==> config.mk <==
export PLATFORM = sky130hd
export DESIGN_NAME = pixel_frame_ctrl_flat
export DESIGN_NICKNAME = d
export VERILOG_FILES = /design/src/rtl/pixel_frame_ctrl_if.sv /design/src/rtl/pixel_frame_ctrl.sv /design/src/flat_wrapper.sv
export SDC_FILE = /design/constraint.sdc
export NUM_CORES = 1
export LEC_CHECK = 0
export BUFFER_PORTS_ARGS = -buffer_cell sky130_fd_sc_hd__buf_2
export CORE_MARGIN = 5
export CORE_UTILIZATION = 55
export CTS_BUF_LIST = sky130_fd_sc_hd__clkbuf_4 sky130_fd_sc_hd__clkbuf_8
export DETAILED_ROUTE_END_ITERATION = 6
export PLACE_DENSITY = 0.86
export SLEW_MARGIN = 0
export SYNTH_ARGS = -nofsm -noshare
export SYNTH_HDL_FRONTEND = slang
export SYNTH_SLANG_ARGS = --single-unit
==> constraint.sdc <==
create_clock -name CLK -period 3.8 [get_ports CLK]
set_clock_uncertainty 0.1 [all_clocks]
set_input_delay 0.76 -clock CLK [delete_from_list [all_inputs] [get_ports CLK]]
set_output_delay 0.76 -clock CLK [all_outputs]
set_load 0.1 [all_outputs]
==> src/rtl/pixel_frame_ctrl_if.sv <==
// Sensor-array control lines plus the row valid/ready handshake of pixel_frame_ctrl.
interface pixel_frame_ctrl_if #(
  parameter int PIXEL_BITS         = 8,
  parameter int PIXEL_ARRAY_HEIGHT = 2
);
  localparam int ROW_W = (PIXEL_ARRAY_HEIGHT > 1) ? $clog2(PIXEL_ARRAY_HEIGHT) : 1;

  logic                          START;
  logic                          ERASE;
  logic                          EXPOSE;
  logic                          ANALOG_RAMP;
  logic [PIXEL_BITS-1:0]         DIGITAL_RAMP;
  logic [PIXEL_ARRAY_HEIGHT-1:0] READ;
  logic [ROW_W-1:0]              ROW_INDEX;
  logic                          ROW_VALID;
  logic                          ROW_READY;
  logic                          BUSY;
  logic                          FRAME_DONE;

  modport master (
    input  START, ROW_READY,
    output ERASE, EXPOSE, ANALOG_RAMP, DIGITAL_RAMP, READ,
           ROW_INDEX, ROW_VALID, BUSY, FRAME_DONE
  );

  modport slave (
    output START, ROW_READY,
    input  ERASE, EXPOSE, ANALOG_RAMP, DIGITAL_RAMP, READ,
           ROW_INDEX, ROW_VALID, BUSY, FRAME_DONE
  );
endinterface

==> src/rtl/pixel_frame_ctrl.sv <==
// Frame sequencer: erase, expose, ramp conversion and handshaked row readout.
// Define PIXEL_FRAME_CTRL_CONTINUOUS_EN for back-to-back frames after the first START.
//
// state      | meaning
// IDLE       | waiting for START
// ERASE      | one launch cycle, then ERASE high for ERASE_CYCLES
// EXPOSE     | EXPOSE high for EXPOSE_CYCLES
// CONVERT    | ANALOG_RAMP high, DIGITAL_RAMP counts 0 .. 2^PIXEL_BITS-1
// READOUT    | rows offered one at a time until each is accepted
module pixel_frame_ctrl #(
  parameter int PIXEL_BITS         = 8,
  parameter int PIXEL_ARRAY_HEIGHT = 2,
  parameter int ERASE_CYCLES       = 5,
  parameter int EXPOSE_CYCLES      = 255
) (
  input  logic                CLK,
  input  logic                RESET_N,
  pixel_frame_ctrl_if.master  bus
);

  localparam int              ROW_W        = (PIXEL_ARRAY_HEIGHT > 1) ? $clog2(PIXEL_ARRAY_HEIGHT) : 1;
  localparam logic [15:0]     ERASE_LOAD   = 16'(ERASE_CYCLES);
  localparam logic [15:0]     EXPOSE_LOAD  = 16'(EXPOSE_CYCLES - 1);
  localparam logic [15:0]     CONVERT_LOAD = 16'((1 << PIXEL_BITS) - 1);
  localparam logic [ROW_W-1:0] LAST_ROW    = ROW_W'(PIXEL_ARRAY_HEIGHT - 1);

  typedef enum logic [2:0] {
    ST_IDLE,
    ST_ERASE,
    ST_EXPOSE,
    ST_CONVERT,
    ST_READOUT
  } state_t;

  state_t                        state_q, state_d;
  logic [15:0]                   cnt_q, cnt_d;
  logic [ROW_W-1:0]              row_q, row_d;
  logic                          erase_q, erase_d;
  logic                          expose_q, expose_d;
  logic                          analog_q, analog_d;
  logic [PIXEL_BITS-1:0]         digital_q, digital_d;
  logic [PIXEL_ARRAY_HEIGHT-1:0] read_q, read_d;
  logic                          valid_q, valid_d;
  logic                          busy_q, busy_d;
  logic                          done_q, done_d;
  logic                          go;
  logic                          launch;
`ifdef PIXEL_FRAME_CTRL_CONTINUOUS_EN
  logic                          run_q, run_d;
`endif

  always_ff @(posedge CLK or negedge RESET_N) begin
    if (!RESET_N) begin
      state_q   <= ST_IDLE;
      cnt_q     <= '0;
      row_q     <= '0;
      erase_q   <= 1'b0;
      expose_q  <= 1'b0;
      analog_q  <= 1'b0;
      digital_q <= '0;
      read_q    <= '0;
      valid_q   <= 1'b0;
      busy_q    <= 1'b0;
      done_q    <= 1'b0;
`ifdef PIXEL_FRAME_CTRL_CONTINUOUS_EN
      run_q     <= 1'b0;
`endif
    end else begin
      state_q   <= state_d;
      cnt_q     <= cnt_d;
      row_q     <= row_d;
      erase_q   <= erase_d;
      expose_q  <= expose_d;
      analog_q  <= analog_d;
      digital_q <= digital_d;
      read_q    <= read_d;
      valid_q   <= valid_d;
      busy_q    <= busy_d;
      done_q    <= done_d;
`ifdef PIXEL_FRAME_CTRL_CONTINUOUS_EN
      run_q     <= run_d;
`endif
    end
  end

  always_comb begin
    state_d = state_q;
    cnt_d   = cnt_q;
    row_d   = row_q;
`ifdef PIXEL_FRAME_CTRL_CONTINUOUS_EN
    // Once started, the IDLE cycle after FRAME_DONE restarts the frame by itself.
    go    = bus.START || run_q;
    run_d = run_q || ((state_q == ST_IDLE) && bus.START);
`else
    go    = bus.START;
`endif
    case (state_q)
      ST_IDLE: begin
        if (go) begin
          state_d = ST_ERASE;
          cnt_d   = ERASE_LOAD;
        end
      end
      ST_ERASE: begin
        if (cnt_q == '0) begin
          state_d = ST_EXPOSE;
          cnt_d   = EXPOSE_LOAD;
        end else begin
          cnt_d = cnt_q - 16'd1;
        end
      end
      ST_EXPOSE: begin
        if (cnt_q == '0) begin
          state_d = ST_CONVERT;
          cnt_d   = CONVERT_LOAD;
        end else begin
          cnt_d = cnt_q - 16'd1;
        end
      end
      ST_CONVERT: begin
        if (cnt_q == '0) begin
          state_d = ST_READOUT;
          row_d   = '0;
        end else begin
          cnt_d = cnt_q - 16'd1;
        end
      end
      ST_READOUT: begin
        if (bus.ROW_READY) begin
          if (row_q == LAST_ROW) begin
            state_d = ST_IDLE;
            row_d   = '0;
          end else begin
            row_d = row_q + ROW_W'(1);
          end
        end
      end
      default: begin
        state_d = ST_IDLE;
        cnt_d   = '0;
        row_d   = '0;
      end
    endcase
  end

  // Outputs are decoded from the next state so every line changes on the transition edge.
  always_comb begin
    launch    = (state_d == ST_ERASE) && (cnt_d == ERASE_LOAD);
    erase_d   = (state_d == ST_ERASE) && !launch;
    expose_d  = (state_d == ST_EXPOSE);
    analog_d  = (state_d == ST_CONVERT);
    digital_d = analog_d ? ~cnt_d[PIXEL_BITS-1:0] : '0;
    valid_d   = (state_d == ST_READOUT);
    read_d    = '0;
    for (int i = 0; i < PIXEL_ARRAY_HEIGHT; i++) begin
      read_d[i] = valid_d && (row_d == ROW_W'(i));
    end
    done_d    = (state_q == ST_READOUT) && (state_d != ST_READOUT);
`ifdef PIXEL_FRAME_CTRL_CONTINUOUS_EN
    busy_d    = ((state_d != ST_IDLE) && !launch) || run_q;
`else
    busy_d    = (state_d != ST_IDLE) && !launch;
`endif
  end

  assign bus.ERASE        = erase_q;
  assign bus.EXPOSE       = expose_q;
  assign bus.ANALOG_RAMP  = analog_q;
  assign bus.DIGITAL_RAMP = digital_q;
  assign bus.READ         = read_q;
  assign bus.ROW_INDEX    = row_q;
  assign bus.ROW_VALID    = valid_q;
  assign bus.BUSY         = busy_q;
  assign bus.FRAME_DONE   = done_q;

endmodule

==> src/flat_wrapper.sv <==
// flat-port wrapper written by rule: the top's interface ports become plain ports
module pixel_frame_ctrl_flat 
#(
  parameter int PIXEL_BITS         = 8,
  parameter int PIXEL_ARRAY_HEIGHT = 2,
  parameter int ERASE_CYCLES       = 5,
  parameter int EXPOSE_CYCLES      = 255
)
  (CLK, RESET_N, bus_START, bus_ROW_READY, bus_ERASE, bus_EXPOSE, bus_ANALOG_RAMP, bus_DIGITAL_RAMP, bus_READ, bus_ROW_INDEX, bus_ROW_VALID, bus_BUSY, bus_FRAME_DONE);
  pixel_frame_ctrl_if #(.PIXEL_BITS(PIXEL_BITS), .PIXEL_ARRAY_HEIGHT(PIXEL_ARRAY_HEIGHT)) bus_i ();
  input  logic CLK;
  input  logic RESET_N;
  input wire logic [$bits(bus_i.START)-1:0] bus_START;
  input wire logic [$bits(bus_i.ROW_READY)-1:0] bus_ROW_READY;
  output wire logic [$bits(bus_i.ERASE)-1:0] bus_ERASE;
  output wire logic [$bits(bus_i.EXPOSE)-1:0] bus_EXPOSE;
  output wire logic [$bits(bus_i.ANALOG_RAMP)-1:0] bus_ANALOG_RAMP;
  output wire logic [$bits(bus_i.DIGITAL_RAMP)-1:0] bus_DIGITAL_RAMP;
  output wire logic [$bits(bus_i.READ)-1:0] bus_READ;
  output wire logic [$bits(bus_i.ROW_INDEX)-1:0] bus_ROW_INDEX;
  output wire logic [$bits(bus_i.ROW_VALID)-1:0] bus_ROW_VALID;
  output wire logic [$bits(bus_i.BUSY)-1:0] bus_BUSY;
  output wire logic [$bits(bus_i.FRAME_DONE)-1:0] bus_FRAME_DONE;
  assign bus_i.START = bus_START;
  assign bus_i.ROW_READY = bus_ROW_READY;
  assign bus_ERASE = bus_i.ERASE;
  assign bus_EXPOSE = bus_i.EXPOSE;
  assign bus_ANALOG_RAMP = bus_i.ANALOG_RAMP;
  assign bus_DIGITAL_RAMP = bus_i.DIGITAL_RAMP;
  assign bus_READ = bus_i.READ;
  assign bus_ROW_INDEX = bus_i.ROW_INDEX;
  assign bus_ROW_VALID = bus_i.ROW_VALID;
  assign bus_BUSY = bus_i.BUSY;
  assign bus_FRAME_DONE = bus_i.FRAME_DONE;
  pixel_frame_ctrl #(.PIXEL_BITS(PIXEL_BITS), .PIXEL_ARRAY_HEIGHT(PIXEL_ARRAY_HEIGHT), .ERASE_CYCLES(ERASE_CYCLES), .EXPOSE_CYCLES(EXPOSE_CYCLES)) u_core (.CLK(CLK), .RESET_N(RESET_N), .bus(bus_i));
endmodule
==> results of run 1 <==
==> cell usage after synthesis, drive strengths merged <==
library cell  count
or3               2
or4b              1
and3              1
a41oi             2
o21bai            1
a21oi            12
a32oi             2
nor3              9
xnor2             1
nand3b            1
o31ai             6
nor3b             1
clkbuf            4
a211oi            2
o21ai            16
or4               3
and4              1
nand4             4
a21o              2
and4b             1
nor4              7
nand3             2
nor4b             2
ha                3
a31oi             4
dfrtp            36
or2               2
mux2i             1
o2bb2ai           2
a31o              2
o31a              1
nor2b             1
a21boi            2
nor2             26
o32ai             1
o2111ai           1
buf               3
inv              12
nand2            15
o211a             1
a211o             1
o211ai            3
nand2b            3
==> layout make-up <==
| class | instances | area [sq um] | share of cell area [%] |
|---|---|---|---|
| multi-input cells | 148 | 976 | 45.5 |
| flip-flops and latches | 36 | 901 | 42.0 |
| repair buffers | 21 | 108 | 5.01 |
| well taps | 46 | 57.6 | 2.68 |
| inverters | 12 | 45.0 | 2.10 |
| clock buffers | 5 | 37.5 | 1.75 |
| clock inverters | 3 | 21.3 | 0.991 |
==> power groups by stage <==
| stage | logic [mW] | clock network, mW | registers, mW |
|---|---|---|---|
| 3_3_place_gp | 1.03 | 0 | 0.677 |
| 3_5_place_dp | 1.04 | 0 | 0.681 |
| 2_1_floorplan | 0.522 | 0 | 0.986 |
| 6_report | 1.05 | 0.210 | 0.679 |
| 4_1_cts | 1.05 | 0.213 | 0.673 |
| 5_1_grt | 1.12 | 0.232 | 0.699 |
==> layer usage <==
layer	share of wire (%)	vias up	GRT usage (%)
met5	0	-	0
met4	2.4	0	8.30
met3	8.9	13	5.51
met2	47	93	28.9
met1	42	829	27.2
li1	-	796	-
==> worst max-delay path: stages (launching register included) <==
cell and delay, ns:
dfrtp_1 0.43, inv_1 0.09, ha_1 0.23, nor4b_4 0.36
and4_1 0.43, nand2_2 0.15, ha_1 0.32, mux2i_1 0.13
a32oi_1 0.11, o31ai_1 0.13, and4b_1 0.24, nand4_1 0.11
o31ai_2 0.23, nor3_1 0.07
==> how the worst max path moves through the flow <==
stage                                         start                          to  slack [ns]
after floorplan           u_core.cnt_q[0]$_DFF_PN0_   u_core.bus.BUSY$_DFF_PN0_        0.94
after global placement    u_core.cnt_q[0]$_DFF_PN0_   u_core.bus.BUSY$_DFF_PN0_        0.71
after detailed placement  u_core.cnt_q[0]$_DFF_PN0_  u_core.bus.ERASE$_DFF_PN0_        0.60
after CTS                 u_core.cnt_q[0]$_DFF_PN0_  u_core.bus.ERASE$_DFF_PN0_        0.57
after global routing      u_core.cnt_q[0]$_DFF_PN0_  u_core.bus.ERASE$_DFF_PN0_        0.26
final                     u_core.cnt_q[0]$_DFF_PN0_  u_core.bus.ERASE$_DFF_PN0_        0.56
==> flip-flops by register name, indices dropped and copies added, names as in the netlist <==
register,count
u_core.bus.ROW_INDEX,1
u_core.bus.ROW_VALID,1
u_core.bus.ERASE,1
u_core.state_q,3
u_core.bus.FRAME_DONE,1
u_core.bus.ANALOG_RAMP,1
u_core.bus.DIGITAL_RAMP,8
u_core.bus.READ,2
u_core.bus.EXPOSE,1
u_core.bus.BUSY,1
u_core.cnt_q,16
==> stage by stage <==
step / setup WS (ns) / hold slack (ns) / cell area, sq um / util [%] / cells
floorplan: 0.936 / 0.364 / 1960 / - / 203
global placement: 0.711 / 0.435 / 2090 / 61.6 / 263
detailed placement: 0.601 / 0.465 / 2090 / 61.6 / 263
CTS: 0.574 / 0.394 / 2150 / 63.3 / 271
global route: 0.264 / 0.415 / 2150 / 63.3 / 271
finish: 0.558 / 0.369 / 2150 / 63.3 / 271
==> cell families (layout without fill, tap and decap cells) <==
family          count (synthesis)  after routing  share of synthesized area [%]
compound gates                 61             61                           22.0
flops                          36             36                           46.0
fa+ha+maj                       3              3                           1.92
simple gates                   82             82                           25.0
mux                             1              1                          0.511
buf+inv                        19             41                           4.21
xor+xnor                        1              1                          0.447
==> flow_summary_export.csv, run 1 <==
group,metric,value,unit
sta,layout_min_cycle_time,3.24,ns
sta,hold_viol,0,
global_routing,grt_pass1_vias,1515,
detailed_routing,avgRoutedWirePerCell,17.1,microns
setup_path,end_kind,"flip-flop",
power_and_ir_drop,p_per_area,905,mW/mm^2
synth,yosys_warnings,0,
floorplan,die_x,69.7,microns
clocking,clk_latency,0.35,ns
power_and_ir_drop,pwr-share-comb,54.2,%
sta,rsz0062_at_grt,"false",
setup_path,cp_max_fo,8,
sta,setup_tns,0,ns
detailed_routing,detail-route-antenna-nets,0,
clocking,clk_pin_slew,0.12,ns
detailed_routing,vias,1731,
clocking,root_buffer,"clkbuf_4",
place,post-dp-hpwl,3410,microns
power_and_ir_drop,power.total,1.94,mW
place,gp_congestion,0.984,
synth,netlist_area,0.00196,sq mm
sta,setup_viol,0,
detailed_routing,drt-pass1-iter-count,6,
final_layout,diodes,0,
sta,max_slew_margin,49.2,%
setup_path,r2r_slack,0.56,ns
sta,finalMaxSlewViolations,0,
synth,synthTopCellsByArea,"dfrtp_1 (46%), nor2_1 (5.0%), o21ai_0 (3.6%)",
synth,synth-seq-cells,36,
setup_path,reg2reg_from,"u_core.cnt_q[0]$_DFF_PN0_",
clocking,cts.repair.resized,0,
final_layout,drive_above_1_share,21.8,%
final_layout,fin_nets,231,
setup_path,cp-start-kind,"flip-flop",
setup_path,cp.arrival,3.38,ns
synth,syn_nets,210,
clocking,numCtsBuffers,5,
floorplan,row_count,21,
synth,synth_top_area_share,46.0,%
run,maxCapViolations,0,
synth,yosysSeqAreaShare,46.0,%
clocking,cts_sinks,36,
global_routing,grt_pass1_wl,7600,microns
sta,worst_pin_slew,0.762,ns
final_layout,final_common_cell,"dfrtp_1",
power_and_ir_drop,p_int,0.863,mW
global_routing,grt_overflow,0,
floorplan,initial_utilization,57.8,%
detailed_routing,drtIter0Drc,200,
floorplan,dieArea,0.00486,sq mm
setup_path,rr_worst_depth,13,
global_routing,grt_max_degree,37,
clocking,post-cts-setup-buffers,0,
floorplan,die_y,69.7,microns
sta,max_freq,308,MHz
status,status,"finished, final reports clean",
synth,synth_cells,203,
setup_path,rr_endpoint,"u_core.bus.ERASE$_DFF_PN0_",
setup_path,path_class,"reg -> reg",
detailed_routing,viasPerCell,6.39,
global_routing,grt_util_all_layers,19.7,%
synth,avgSynthCellArea,9.65,sq um
clocking,clockBufferDepth,2,
global_routing,antenna_found_initial,0,
power_and_ir_drop,p_clk_share,10.8,%
sta,finalCritPeriodShare,85.3,%
setup_path,critical_path_required,3.94,ns
clocking,ctsHoldBuffers,0,
final_layout,final_cell_mix,"dfrtp_1 (36), nor2_1 (26), buf_2 (20), o21ai_0 (14), nand2_1 (13)",
floorplan,core-area,0.00339,sq mm
final_layout,fillCellCount,272,
detailed_routing,drc_errors,0,
synth,synth_area_leader_cell,"dfrtp_1",
power_and_ir_drop,p_sw_share,55.6,%
clocking,htree_num_levels,2,
power_and_ir_drop,p_sw,1.08,mW
clocking,cts_tree,"yes",
detailed_routing,wirelength,4630,microns
worst_hold_path,hp-class,"in -> async",
synth,yosysUniqueCellTypes,59,
power_and_ir_drop,p_leak,0.997,nW
final_layout,syn2layout_area_growth,9.51,%
floorplan,boundaryPins,21,
power_and_ir_drop,p_seq_share,35.0,%
power_and_ir_drop,ir_worst_vdd,0.000550,V
place,numPortBuffers,20,
Note: power is estimated with default switching activity, not from simulation.
==> inputs of run 2 (changes only) <==
--- a/config.mk
+++ b/config.mk
@@ -11,6 +11,7 @@
 export CTS_BUF_LIST = sky130_fd_sc_hd__clkbuf_4 sky130_fd_sc_hd__clkbuf_8
 export DETAILED_ROUTE_END_ITERATION = 6
 export PLACE_DENSITY = 0.86
+export REMOVE_ABC_BUFFERS = 1
 export SLEW_MARGIN = 0
 export SYNTH_ARGS = -nofsm -noshare
 export SYNTH_HDL_FRONTEND = slang
==> run 2 against run 1 <==
Effect of this change: count of clock-buffer cells in the layout did not move; total power rose by 9.4%; die area stayed put; first-iteration DRC count decreased by 7.5%; via count fell by 3.6%; cell count stayed put; wire length up 0.80%; clock power up 90%; critical path type unchanged; critical endpoint unchanged; highest routed layer unchanged.
==> flow_summary_export.csv, run 2 (same netlist as run 1, synthesis figures left out) <==
group,metric,value,unit
global_routing,grt_pass1_vias,1686,
floorplan,core-area,0.00339,sq mm
sta,setup_tns,0,ns
floorplan,initial_utilization,57.8,%
clocking,clk_pin_slew,0.11,ns
setup_path,crit_top_cell,"ha_1",
clocking,cts_sinks,36,
setup_path,cp_max_fo,8,
detailed_routing,met1_length,1940,microns
sta,rsz0062_at_grt,"false",
detailed_routing,drt-pass1-iter-count,4,
setup_path,slowest_delay,0.46,ns
clocking,post-cts-setup-buffers,0,
setup_path,path_class,"reg -> reg",
final_layout,fillCellCount,287,
final_layout,final_common_cell,"dfrtp_1",
power_and_ir_drop,ir_worst_vdd,0.000764,V
clocking,cts_tree,"yes",
clocking,numCtsBuffers,5,
clocking,clk_latency,0.35,ns
power_and_ir_drop,p_per_area,959,mW/mm^2
detailed_routing,detail-route-antenna-nets,0,
sta,worst_pin_slew,0.766,ns
detailed_routing,wl_met2,2190,microns
final_layout,diodes,0,
clocking,htree_num_levels,2,
global_routing,grt_pass1_wl,8070,microns
setup_path,cp.arrival,3.44,ns
setup_path,end_kind,"flip-flop",
clocking,cts.repair.resized,0,
place,numPortBuffers,20,
global_routing,antenna_found_initial,0,
sta,setup_viol,0,
global_routing,grt_max_degree,37,
floorplan,die_x,69.7,microns
detailed_routing,avgRoutedWirePerCell,17.2,microns
place,gp_congestion,0.953,
run,maxCapViolations,0,
global_routing,grt_util_all_layers,20.9,%
floorplan,boundaryPins,21,
sta,layout_min_cycle_time,3.31,ns
final_layout,final_cell_mix,"dfrtp_1 (36), nor2_1 (26), buf_2 (20), o21ai_0 (14), nand2_1 (13)",
detailed_routing,routed.top_layer,"met4",
final_layout,fin_util,65.3,%
final_layout,drive_above_1_share,21.8,%
floorplan,row_count,21,
setup_path,critical_path_required,3.93,ns
sta,finalMaxSlewViolations,0,
setup_path,cp_slowest_cell,"and4_1",
final_layout,syn2layout_area_growth,13.0,%
clocking,clockBufferDepth,2,
sta,max_slew_margin,48.9,%
clocking,root_buffer,"clkbuf_4",
floorplan,die_y,69.7,microns
final_layout,top_register,"u_core.cnt_q",
detailed_routing,wirelength,4660,microns
final_layout,largest_reg_flops,16,
global_routing,grt_overflow,0,
sta,finalCritPeriodShare,87.2,%
status,status,"finished, final reports clean",
detailed_routing,drc_errors,0,
sta,hold_viol,0,
detailed_routing,drtIter0Drc,185,
detailed_routing,vias,1669,
clocking,ctsHoldBuffers,0,
setup_path,cp-start-kind,"flip-flop",
setup_path,path_cells,"inv_1, ha_1, nor4b_4, and4_1, nand2_2, ha_1, mux2i_1, a32oi_1, o31ai_1, and4b_1, nand4_1, o31ai_2, nor3_1",
sta,max_freq,302,MHz
detailed_routing,viasPerCell,6.16,
worst_hold_path,hp-class,"in -> async",
detailed_routing,wl_met3,378,microns
final_layout,fin_nets,231,
floorplan,dieArea,0.00486,sq mm
power_and_ir_drop,p_leak,1.03,nW
place,post-dp-hpwl,3550,microns
## run 2: final timing paths
| path | slack, ns | start | to | cells past startpoint |
|---|---|---|---|---|
| max | 0.49 | u_core.cnt_q[0]$_DFF_PN0_ | u_core.bus.ERASE$_DFF_PN0_ | 13 |
| min | 0.37 | RESET_N | u_core.bus.DIGITAL_RAMP[7]$_DFF_PN0_ | 1 |
| max reg2reg | 0.49 | u_core.cnt_q[0]$_DFF_PN0_ | u_core.bus.ERASE$_DFF_PN0_ | 13 |
| min reg2reg | 0.45 | u_core.cnt_q[10]$_DFF_PN0_ | u_core.cnt_q[10]$_DFF_PN0_ | 1 |
| max in group asynchronous | 2.74 | RESET_N | u_core.bus.DIGITAL_RAMP[1]$_DFF_PN0_ | 1 |
| min in group CLK | 0.45 | u_core.cnt_q[10]$_DFF_PN0_ | u_core.cnt_q[10]$_DFF_PN0_ | 1 |
## run 2: layer usage
| metal | GRT usage, % | up-vias |
|---|---|---|
| li1 | - | 800 |
| met1 | 26.1 | 780 |
| met2 | 32.6 | 73 |
| met3 | 5.51 | 16 |
| met4 | 11.7 | 0 |
| met5 | 0 | - |
## run 2: cell type report
type,instances,area (sq um),area share (%)
clock inverters,3,90.1,4.07
inverters,12,45.0,2.03
multi-input cells,148,976,44.1
repair buffers,21,108,4.86
well taps,46,57.6,2.60
flip-flops and latches,36,901,40.7
clock buffers,5,37.5,1.69
## run 2: per-stage QoR
step | power [mW] | worst slack [ns] | std cells | area, sq um | hold WS (ns)
2_1_floorplan | 1.49 | 0.893 | 196 | 1920 | 0.364
3_3_place_gp | 1.71 | 0.695 | 263 | 2090 | 0.440
3_5_place_dp | 1.72 | 0.570 | 263 | 2090 | 0.436
4_1_cts | 2.12 | 0.549 | 271 | 2210 | 0.390
5_1_grt | 2.26 | 0.298 | 271 | 2210 | 0.421
6_report | 2.12 | 0.488 | 271 | 2210 | 0.372
## run 2: report_power, final
part	internal (mW)	leakage, nW	switching (mW)
combinational	0.276	0.513	0.769
sequential	0.514	0.453	0.164
clock	0.271	0.0654	0.129
total	1.06	1.03	1.06
## run 2: critical path, delay by kind of cell (launching register included)
kind	cells	cell delay, ns
adders and majority gates	2	0.54
and+or+nand+nor	6	1.41
buffers and inverters	1	0.10
AOI/OAI and AO/OA	3	0.49
DFF	1	0.43
muxes	1	0.13
==> inputs of run 3 (changes only) <==
--- a/config.mk
+++ b/config.mk
@@ -10,7 +10,7 @@
 export CORE_UTILIZATION = 55
 export CTS_BUF_LIST = sky130_fd_sc_hd__clkbuf_4 sky130_fd_sc_hd__clkbuf_8
 export DETAILED_ROUTE_END_ITERATION = 6
-export PLACE_DENSITY = 0.86
+export PLACE_DENSITY = 0.79
 export REMOVE_ABC_BUFFERS = 1
 export SLEW_MARGIN = 0
 export SYNTH_ARGS = -nofsm -noshare
==> run 3 against run 2 <==
Effect of this change: critical path depth did not move; sequential share of layout area rose by 0.89 points; combinational power barely moved; global-route usage fell by 0.81 points; final area fell by 2.1%; first-iteration DRC count fell by 34%; via count rose by 3.1%; count of clock-buffer cells in the layout did not move; die area did not move; largest cell class unchanged.
==> flow_summary_export.csv, run 3 (same netlist as run 1, synthesis figures left out) <==
group,metric,value,unit
place,numPortBuffers,20,
sta,max_freq,301,MHz
sta,worst_pin_slew,0.757,ns
global_routing,grt_overflow,0,
sta,layout_min_cycle_time,3.32,ns
setup_path,path_class,"reg -> reg",
setup_path,cp_max_fo,8,
detailed_routing,drtIter0Drc,123,
final_layout,drive_above_1_share,21.8,%
sta,fin_ws,0.480,ns
place,post-dp-hpwl,3280,microns
sta,finalMaxSlewViolations,0,
global_routing,grt_max_degree,37,
clocking,ctsHoldBuffers,0,
detailed_routing,vias,1721,
place,gp_congestion,0.948,
final_layout,multi_input_area,976,sq um
final_layout,stdcell_count,271,
clocking,cts.repair.resized,0,
detailed_routing,wirelength,4570,microns
sta,hold_viol,0,
power_and_ir_drop,pwr-share-comb,52.5,%
setup_path,end_kind,"flip-flop",
detailed_routing,viasPerCell,6.35,
final_layout,seqCellArea,901,sq um
detailed_routing,detail-route-antenna-nets,0,
setup_path,cp-start-kind,"flip-flop",
clocking,clk_latency,0.35,ns
final_layout,final_area,0.00217,sq mm
final_layout,fin_nets,231,
floorplan,die_x,69.7,microns
power_and_ir_drop,p_sw,1.07,mW
floorplan,boundaryPins,21,
clocking,cts_tree,"yes",
place,dpl_cell_area,0.00209,sq mm
setup_path,critical_path_required,3.93,ns
clocking,post-cts-setup-buffers,0,
sta,rsz0062_at_grt,"false",
place,place_inst,263,
global_routing,antenna_found_initial,0,
setup_path,cp.arrival,3.45,ns
floorplan,die_y,69.7,microns
final_layout,syn2layout_area_growth,10.6,%
power_and_ir_drop,p_sw_share,53.5,%
final_layout,top_register,"u_core.cnt_q",
floorplan,core-area,0.00339,sq mm
final_layout,largest_reg_flops,16,
final_layout,diodes,0,
setup_path,r2r_slack,0.48,ns
power_and_ir_drop,p_int,0.928,mW
floorplan,initial_utilization,57.8,%
power_and_ir_drop,ir_worst_vdd,0.000602,V
global_routing,grt_util_all_layers,20.1,%
power_and_ir_drop,p_leak,1.01,nW
final_layout,fillCellCount,274,
final_layout,final_cell_mix,"dfrtp_1 (36), nor2_1 (26), buf_2 (20), o21ai_0 (14), nand2_1 (13)",
global_routing,grt_pass1_wl,7740,microns
global_routing,grt_pass1_vias,1529,
floorplan,row_count,21,
floorplan,dieArea,0.00486,sq mm
power_and_ir_drop,p_clk_share,13.5,%
status,status,"finished, final reports clean",
clocking,clk_pin_slew,0.12,ns
clocking,numCtsBuffers,5,
place,pre_cts_ws,0.577,ns
power_and_ir_drop,p_per_area,921,mW/mm^2
clocking,clockBufferDepth,2,
detailed_routing,avgRoutedWirePerCell,16.9,microns
sta,finalCritPeriodShare,87.4,%
sta,max_slew_margin,49.5,%
sta,setup_viol,0,
power_and_ir_drop,p_seq_share,34.0,%
run,maxCapViolations,0,
clocking,cts_sinks,36,
clocking,htree_num_levels,2,
sta,setup_tns,0,ns
detailed_routing,drc_errors,0,
worst_hold_path,hp-class,"in -> async",
final_layout,final_common_cell,"dfrtp_1",
clocking,root_buffer,"clkbuf_4",
detailed_routing,drt-pass1-iter-count,4,
==> run 3: cell types whose count changed in the layout (fill, tap and decap cells not counted), sizes merged <==
| cell | change |
|---|---|
| bufinv | -2 |
| clkinv | +1 |
| clkinvlp | +1 |
==> run 3: power groups by stage <==
stage	sequential, mW	combinational, mW	clock [mW]
finish	0.679	1.05	0.270
global route	0.703	1.11	0.293
CTS	0.674	1.04	0.275
detailed placement	0.678	1.03	0
global placement	0.675	1.03	0
floorplan	1.00	0.489	0
==> run 3: worst paths after layout <==
path                            cells after the start                  startpoint                    endpoint
worst max-delay path                               13   u_core.cnt_q[0]$_DFF_PN0_  u_core.bus.ERASE$_DFF_PN0_
worst min-delay path                                1                     RESET_N  u_core.cnt_q[14]$_DFF_PN0_
worst max register to register                     13   u_core.cnt_q[0]$_DFF_PN0_  u_core.bus.ERASE$_DFF_PN0_
worst min register to register                      1  u_core.cnt_q[10]$_DFF_PN0_  u_core.cnt_q[10]$_DFF_PN0_
max in group asynchronous                           1                     RESET_N   u_core.cnt_q[5]$_DFF_PN0_
min in group CLK                                    1  u_core.cnt_q[10]$_DFF_PN0_  u_core.cnt_q[10]$_DFF_PN0_
==> run 3: critical path: stages, from the launching register on <==
cell,delay (ns)
dfrtp_1,0.43
inv_1,0.10
ha_1,0.23
nor4b_4,0.39
and4_1,0.44
nand2_2,0.15
ha_1,0.32
mux2i_1,0.15
a32oi_1,0.11
o31ai_1,0.13
and4b_1,0.24
nand4_1,0.11
o31ai_2,0.23
nor3_1,0.07
==> run 3: through the flow <==
step                      power, mW  hold WS, ns  util (%)
after global placement         1.70        0.436      61.6
after CTS                      1.99        0.383      63.9
final                          2.00        0.363      63.9
after floorplan                1.49        0.364         -
after detailed placement       1.71        0.440      61.6
after global routing           2.11        0.426      63.9
==> run 3: routing by layer <==
layer / part of all wire, % / routed length [microns] / track usage, % / vias up
li1: - / - / - / 797
met1: 44 / 2020 / 28.4 / 829
met2: 46 / 2100 / 29.4 / 83
met3: 7.5 / 343 / 4.93 / 12
met4: 2.3 / 104 / 8.09 / 0
met5: 0 / 0 / 0 / -
==> run 3: area by class of cell <==
type	instances	area share, %
clock buffers	5	1.73
clock inverters	3	1.96
inverters	12	2.08
multi-input cells	148	45.0
flip-flops and latches	36	41.6
well taps	46	2.66
repair buffers	21	4.97
